## src/rtl/jtbubl_gfx_rom_slot.sv

```systemverilog
// -----------------------------------------------------------------------------
// jtbubl_gfx_rom_slot
//
// SDRAM-side responder for the gfx tile fetcher. A tile-ROM request
// (rom_cs/rom_addr) is answered from a small tag-matched cache of 32-bit
// words. On a miss, one SDRAM read is issued and its data fills the cache.
// rom_ok is high only while the presented address matches valid cached data.
//
// Optional build macro:
//   JTBUBL_ROMSLOT_2WAY_EN : two cache entries with a 1-bit LRU pointer, so the
//                            code0/code1 rows of a tile pair can both stay
//                            resident. Undefined: a single entry.
//
// Parameters:
//   AW     : client address width (rom_addr, 16-bit word units)
//   SW     : SDRAM word-address width
//   OFFSET : SDRAM base of the gfx ROM region, added to rom_addr (wraps)
//
// Ports:
//   clk, rst      : clock, asynchronous active-high reset
//   downloading   : ROM load in progress; flushes the cache, blocks requests
//   rom_cs        : client request strobe
//   rom_addr      : client address
//   rom_data      : cached word for the matching address
//   rom_ok        : rom_data is valid for the current rom_addr
//   sdram_req     : SDRAM read request, level, held until sdram_ack
//   sdram_addr    : SDRAM read address
//   sdram_ack     : arbiter accepted the request (1-cycle pulse)
//   data_dst      : data on data_read belongs to this slot
//   data_rdy      : data_read valid strobe
//   data_read     : SDRAM read data
// -----------------------------------------------------------------------------
module jtbubl_gfx_rom_slot #(
   parameter int              AW     = 18,
   parameter int              SW     = 22,
   parameter logic [SW-1:0]   OFFSET = 22'h0
) (
   input  logic          clk,
   input  logic          rst,
   input  logic          downloading,
   input  logic          rom_cs,
   input  logic [AW-1:0] rom_addr,
   output logic [31:0]   rom_data,
   output logic          rom_ok,
   output logic          sdram_req,
   output logic [SW-1:0] sdram_addr,
   input  logic          sdram_ack,
   input  logic          data_dst,
   input  logic          data_rdy,
   input  logic [31:0]   data_read
);

   localparam logic [1:0] S_IDLE = 2'd0;
   localparam logic [1:0] S_REQ  = 2'd1;
   localparam logic [1:0] S_WAIT = 2'd2;

   logic [1:0]    r_state;
   logic [AW-1:0] r_req_addr;
   logic          r_drop;
   logic          r_sdram_req;
   logic [SW-1:0] r_sdram_addr;

   logic          r_valid0;
   logic [AW-1:0] r_tag0;
   logic [31:0]   r_data0;

   logic          w_hit0;
   logic          w_hit;
   logic          w_keep;

`ifdef JTBUBL_ROMSLOT_2WAY_EN
   logic          r_valid1;
   logic [AW-1:0] r_tag1;
   logic [31:0]   r_data1;
   logic          r_lru;
   logic          w_hit1;
   logic          w_hit_way;
   logic          w_victim;
`endif

   assign w_hit0 = r_valid0 && (r_tag0 == rom_addr);

`ifdef JTBUBL_ROMSLOT_2WAY_EN
   assign w_hit1    = r_valid1 && (r_tag1 == rom_addr);
   assign w_hit     = w_hit0 || w_hit1;
   assign w_hit_way = w_hit1;
   // A hit seen on the fill edge makes that entry MRU first, so the fill
   // replaces the other one.
   assign w_victim  = rom_ok ? ~w_hit_way : r_lru;
   assign rom_data  = w_hit1 ? r_data1 : r_data0;
`else
   assign w_hit     = w_hit0;
   assign rom_data  = r_data0;
`endif

   assign rom_ok     = rom_cs && w_hit && !downloading;
   assign sdram_req  = r_sdram_req;
   assign sdram_addr = r_sdram_addr;

   // Fill is accepted only in WAIT and only if no download overlapped the
   // outstanding request; otherwise the handshake completes with no fill.
   assign w_keep = (r_state == S_WAIT) && data_rdy && data_dst &&
                   !r_drop && !downloading;

   // Request FSM: at most one outstanding SDRAM read
   always_ff @(posedge clk or posedge rst) begin
      if (rst) begin
         r_state      <= S_IDLE;
         r_req_addr   <= '0;
         r_drop       <= 1'b0;
         r_sdram_req  <= 1'b0;
         r_sdram_addr <= '0;
      end else begin
         case (r_state)
            S_IDLE: begin
               if (rom_cs && !w_hit && !downloading) begin
                  r_req_addr   <= rom_addr;
                  r_sdram_addr <= OFFSET + SW'(rom_addr);
                  r_sdram_req  <= 1'b1;
                  r_drop       <= 1'b0;
                  r_state      <= S_REQ;
               end
            end
            S_REQ: begin
               if (downloading) r_drop <= 1'b1;
               if (sdram_ack) begin
                  r_sdram_req <= 1'b0;
                  r_state     <= S_WAIT;
               end
            end
            S_WAIT: begin
               if (downloading) r_drop <= 1'b1;
               if (data_rdy && data_dst) r_state <= S_IDLE;
            end
            default: r_state <= S_IDLE;
         endcase
      end
   end

   // Cache storage
`ifdef JTBUBL_ROMSLOT_2WAY_EN
   always_ff @(posedge clk or posedge rst) begin
      if (rst) begin
         r_valid0 <= 1'b0;
         r_tag0   <= '0;
         r_data0  <= '0;
         r_valid1 <= 1'b0;
         r_tag1   <= '0;
         r_data1  <= '0;
         r_lru    <= 1'b0;
      end else begin
         if (w_keep) begin
            if (w_victim) begin
               r_tag1  <= r_req_addr;
               r_data1 <= data_read;
            end else begin
               r_tag0  <= r_req_addr;
               r_data0 <= data_read;
            end
            r_lru <= ~w_victim;
         end else if (rom_ok) begin
            r_lru <= ~w_hit_way;
         end
         if (downloading) begin
            r_valid0 <= 1'b0;
            r_valid1 <= 1'b0;
         end else if (w_keep) begin
            if (w_victim) r_valid1 <= 1'b1;
            else          r_valid0 <= 1'b1;
         end
      end
   end
`else
   always_ff @(posedge clk or posedge rst) begin
      if (rst) begin
         r_valid0 <= 1'b0;
         r_tag0   <= '0;
         r_data0  <= '0;
      end else begin
         if (downloading) begin
            r_valid0 <= 1'b0;
         end else if (w_keep) begin
            r_valid0 <= 1'b1;
            r_tag0   <= r_req_addr;
            r_data0  <= data_read;
         end
      end
   end
`endif

endmodule

```

## config.mk

```make
export PLATFORM = sky130hd
export DESIGN_NAME = jtbubl_gfx_rom_slot
export DESIGN_NICKNAME = d
export VERILOG_FILES = /design/src/rtl/jtbubl_gfx_rom_slot.sv
export SDC_FILE = /design/constraint.sdc
export NUM_CORES = 1
export LEC_CHECK = 0
export ABC_AREA = 0
export BUFFER_PORTS_ARGS = -buffer_cell sky130_fd_sc_hd__buf_2
export CAP_MARGIN = 20
export CORE_MARGIN = 1
export CORE_UTILIZATION = 50
export DETAILED_ROUTE_END_ITERATION = 6
export GPL_TIMING_DRIVEN = 1
export PLACE_DENSITY = 0.8
export REMOVE_ABC_BUFFERS = 1
export SYNTH_ARGS = -nofsm -noshare
export SYNTH_HDL_FRONTEND = slang
export SYNTH_SLANG_ARGS = --single-unit
```

## constraint.sdc

```tcl
create_clock -name clk -period 3.01 [get_ports clk]
set_clock_uncertainty 0.2 [all_clocks]
set_input_delay 0.1505 -clock clk [delete_from_list [all_inputs] [get_ports clk]]
set_output_delay 0.1505 -clock clk [all_outputs]
set_load 0.1 [all_outputs]
```

==> run_results.csv <==
group,metric,value,unit
drt,drtIter0Drc,139,
clock_tree,root_buffer,"clkbuf_8",
synthesis,synth_fa_ha_area_frac,0.0117,
clock_tree,ctsHoldBuffers,53,
sta,finalCriticalPeriod,2.54,ns
clock_tree,post_cts_resized,0,
global_route,grt_max_degree,74,
place,dp_hpwl,4600,um
clock_tree,cts.sinks,73,
place,io_buffers,108,
synthesis,syn_area,0.00320,mm2
synthesis,syn_area_per_cell,14.6,um2
synthesis,ys_async_sr_fraction,1.00,
synthesis,synth.cells.most_frequent,"dfrtp_1, mux2_2, xnor2_1",
global_route,gr-total-overflow,0,
layout,nFillCells,383,
floorplanning,io_pins,113,
layout,regArea,0.00183,mm2
layout,multi_input_area,0.00128,mm2
sta,fmaxAchievable,393,MHz
sta,timing.slew.headroom,0.399,
place,gp_congestion,0.903,
layout,syn_to_final_growth,43.4,%
critical_path,crit_family,"buffers and inverters",
synthesis,synth_cell_types,32,
drt,post-route-drc-count,0,
worst_hold_path,hold_path_class,"in -> reg",
layout,drive_gt1_frac,0.519,
drt,routedWlPerCell,16.4,um
flow_run,max_cap_viol_count,0,
critical_path,end_kind,"output port",
synthesis,synth_simple_gate_area_share,0.0481,
synthesis,yosys.area_share.xor_xnor,0.0493,
outcome,outcome,"finished, final reports clean",
critical_path,critPathMaxStageDelay,0.54,ns
floorplanning,rows,28,
critical_path,cp_cell_sequence,"dlygate4sd3_1 > buf_2 > xnor2_1 > nand4_1 > nor2_1 > nand2_1 > nor3_1 > buf_2",
floorplanning,initial_core_util,0.528,
global_route,grt_antenna_before_repair,0,
synthesis,synth.most_common_cell,"dfrtp_1",
critical_path,critPathKind,"in -> out",
clock_tree,numCtsBuffers,9,
clock_tree,path_clk_slew,0.07,ns
clock_tree,cts_buffer_depth,2,
layout,fin_nets,448,
critical_path,cp-start-kind,"input pin",
critical_path,crit_buf_inv,3,
clock_tree,htree_num_levels,3,
critical_path,arrival,2.19,ns
sta,finalHoldViolCount,0,
synthesis,synth_top_cell_by_area,"dfrtp_1",
synthesis,synthMuxAreaShare,0.253,
synthesis,synth_warnings,0,
critical_path,slowest_stage,"dlygate4sd3_1",
synthesis,synthTopCellsByArea,"dfrtp_1, mux2_2, xnor2_1",
global_route,track_usage,0.258,
layout,final_cells,468,
synthesis,synth_compound_area_frac,0.0321,
synthesis,synth_top_family_by_area,"multiplexers",
critical_path,path_max_fanout,3,
floorplanning,fp.dieH,82.0,um
floorplanning,core_area,0.00606,mm2
drt,wl,7660,um
critical_path,crit_top_cell,"buf_2",
synthesis,ys_seq_area_frac,0.571,
drt,dr.pass1.iters,4,
synthesis,synth_edf_count,0,
critical_path,cp.required,2.66,ns
drt,post_drt_via_cell_ratio,5.13,
clock_tree,insertion_delay,0.33,ns
global_route,grt_pass1_vias,2588,
sta,setup_violations,0,
sta,worst_slew_pin_slew,0.902,ns
drt,routed-via-count,2403,
floorplanning,die_width,82.0,um
synthesis,synth_top_area_share,0.571,
sta,fin_crit_sh,0.845,
clock_tree,post_cts_buffers,0,
place,dp.cells,399,
global_route,grt_pass1_wl,12600,um
synthesis,synth_seq_cells,73,
synthesis,synth_flop_cell,"dfrtp_1",
synthesis,postSynthCellCount,219,
drt,postRouteAntennaNets,0,
floorplanning,dieArea,0.00672,mm2
clock_tree,cts_tree,"done",
layout,antenna_cells,0,
sta,rsz0062_at_grt,"no",
sta,drv_slew,0,
## per-layer routing
metal  vias to the layer above  global-route usage  share of wire
li1                       1091                   -              -
met1                      1197               0.318           0.42
met2                        96               0.426           0.49
met3                        19              0.0733          0.064
met4                         0               0.102          0.022
met5                         -                   0              0
## per-stage QoR
step / setup TNS, ns / setup slack, ns / instance area [um2] / hold slack (ns) / util
floorplan: -60.12 / -1.18 / 3130 / 0.0986 / -
global placement: 0 / 0.946 / 3810 / 0.181 / 0.629
detailed placement: 0 / 0.877 / 3810 / 0.185 / 0.629
CTS: 0 / 0.449 / 4590 / 0.0682 / 0.757
global route: 0 / 0.394 / 4590 / 0.137 / 0.757
finish: 0 / 0.468 / 4590 / 0.0896 / 0.757
## final cells by class
class | instances | area share
multi-input cells | 130 | 0.280
well taps | 75 | 0.0205
repair buffers | 166 | 0.242
clock buffers | 11 | 0.0308
inverters | 8 | 0.00654
flip-flops and latches | 73 | 0.398
clock inverters | 5 | 0.0224
## cell usage in the layout (no fill, tap or decap), types with 2 or more instances in the layout
| cell | Yosys | final |
|---|---|---|
| a21oi_1 | 3 | 3 |
| a31oi_1 | 2 | 2 |
| buf_2 | 5 | 108 |
| buf_4 | 4 | 5 |
| bufinv_16 | 0 | 3 |
| clkbuf_8 | 0 | 10 |
| conb_1 | 1 | 4 |
| dfrtp_1 | 73 | 73 |
| dlygate4sd3_1 | 0 | 53 |
| ha_1 | 3 | 3 |
| inv_1 | 8 | 7 |
| mux2_2 | 59 | 59 |
| mux2_4 | 9 | 9 |
| nand2_1 | 5 | 5 |
| nand4_1 | 5 | 5 |
| nand4_2 | 2 | 2 |
| nor2_1 | 5 | 5 |
| xnor2_1 | 18 | 18 |
## cells by family after synthesis
family | count (synthesis)
simple gates | 23
other cells | 1
mux | 69
fa+ha+maj | 3
compound gates | 13
xor+xnor | 18
flops | 73
buf+inv | 19
## worst register-to-register path, cell delays in order (launching register included)
cell      delay (ns)
dfrtp_1         0.41
inv_1           0.12
ha_1            0.31
inv_1           0.15
a211oi_4        0.24
buf_4           0.26
mux2_2          0.36
## sequential cells by signal, summed over array words and instances, names as in the netlist
name,cells
r_tag0,18
r_drop,1
rom_data,32
r_state,2
sdram_req,1
r_req_addr,18
r_valid0,1
## final timing paths
check	startpoint	end	cells past startpoint	slack (ns)
setup reg to reg	r_state[1]$_DFFE_PP0P_	r_req_addr[15]$_DFFE_PP0P_	6	0.86
setup / recovery	rom_addr[12]	rom_ok	8	0.47
hold reg to reg	rom_data[25]$_DFFE_PP0P_	rom_data[25]$_DFFE_PP0P_	1	0.31
min in group asynchronous	rst	rom_data[20]$_DFFE_PP0P_	4	0.46
max in group asynchronous	rst	r_req_addr[10]$_DFFE_PP0P_	4	1.57
hold / removal	rom_cs	sdram_req$_DFFE_PP0P_	5	0.09
Power is left out: the tool's default activity adds up to more than one toggle a clock period on the data nets, which glitch-free logic cannot reach.
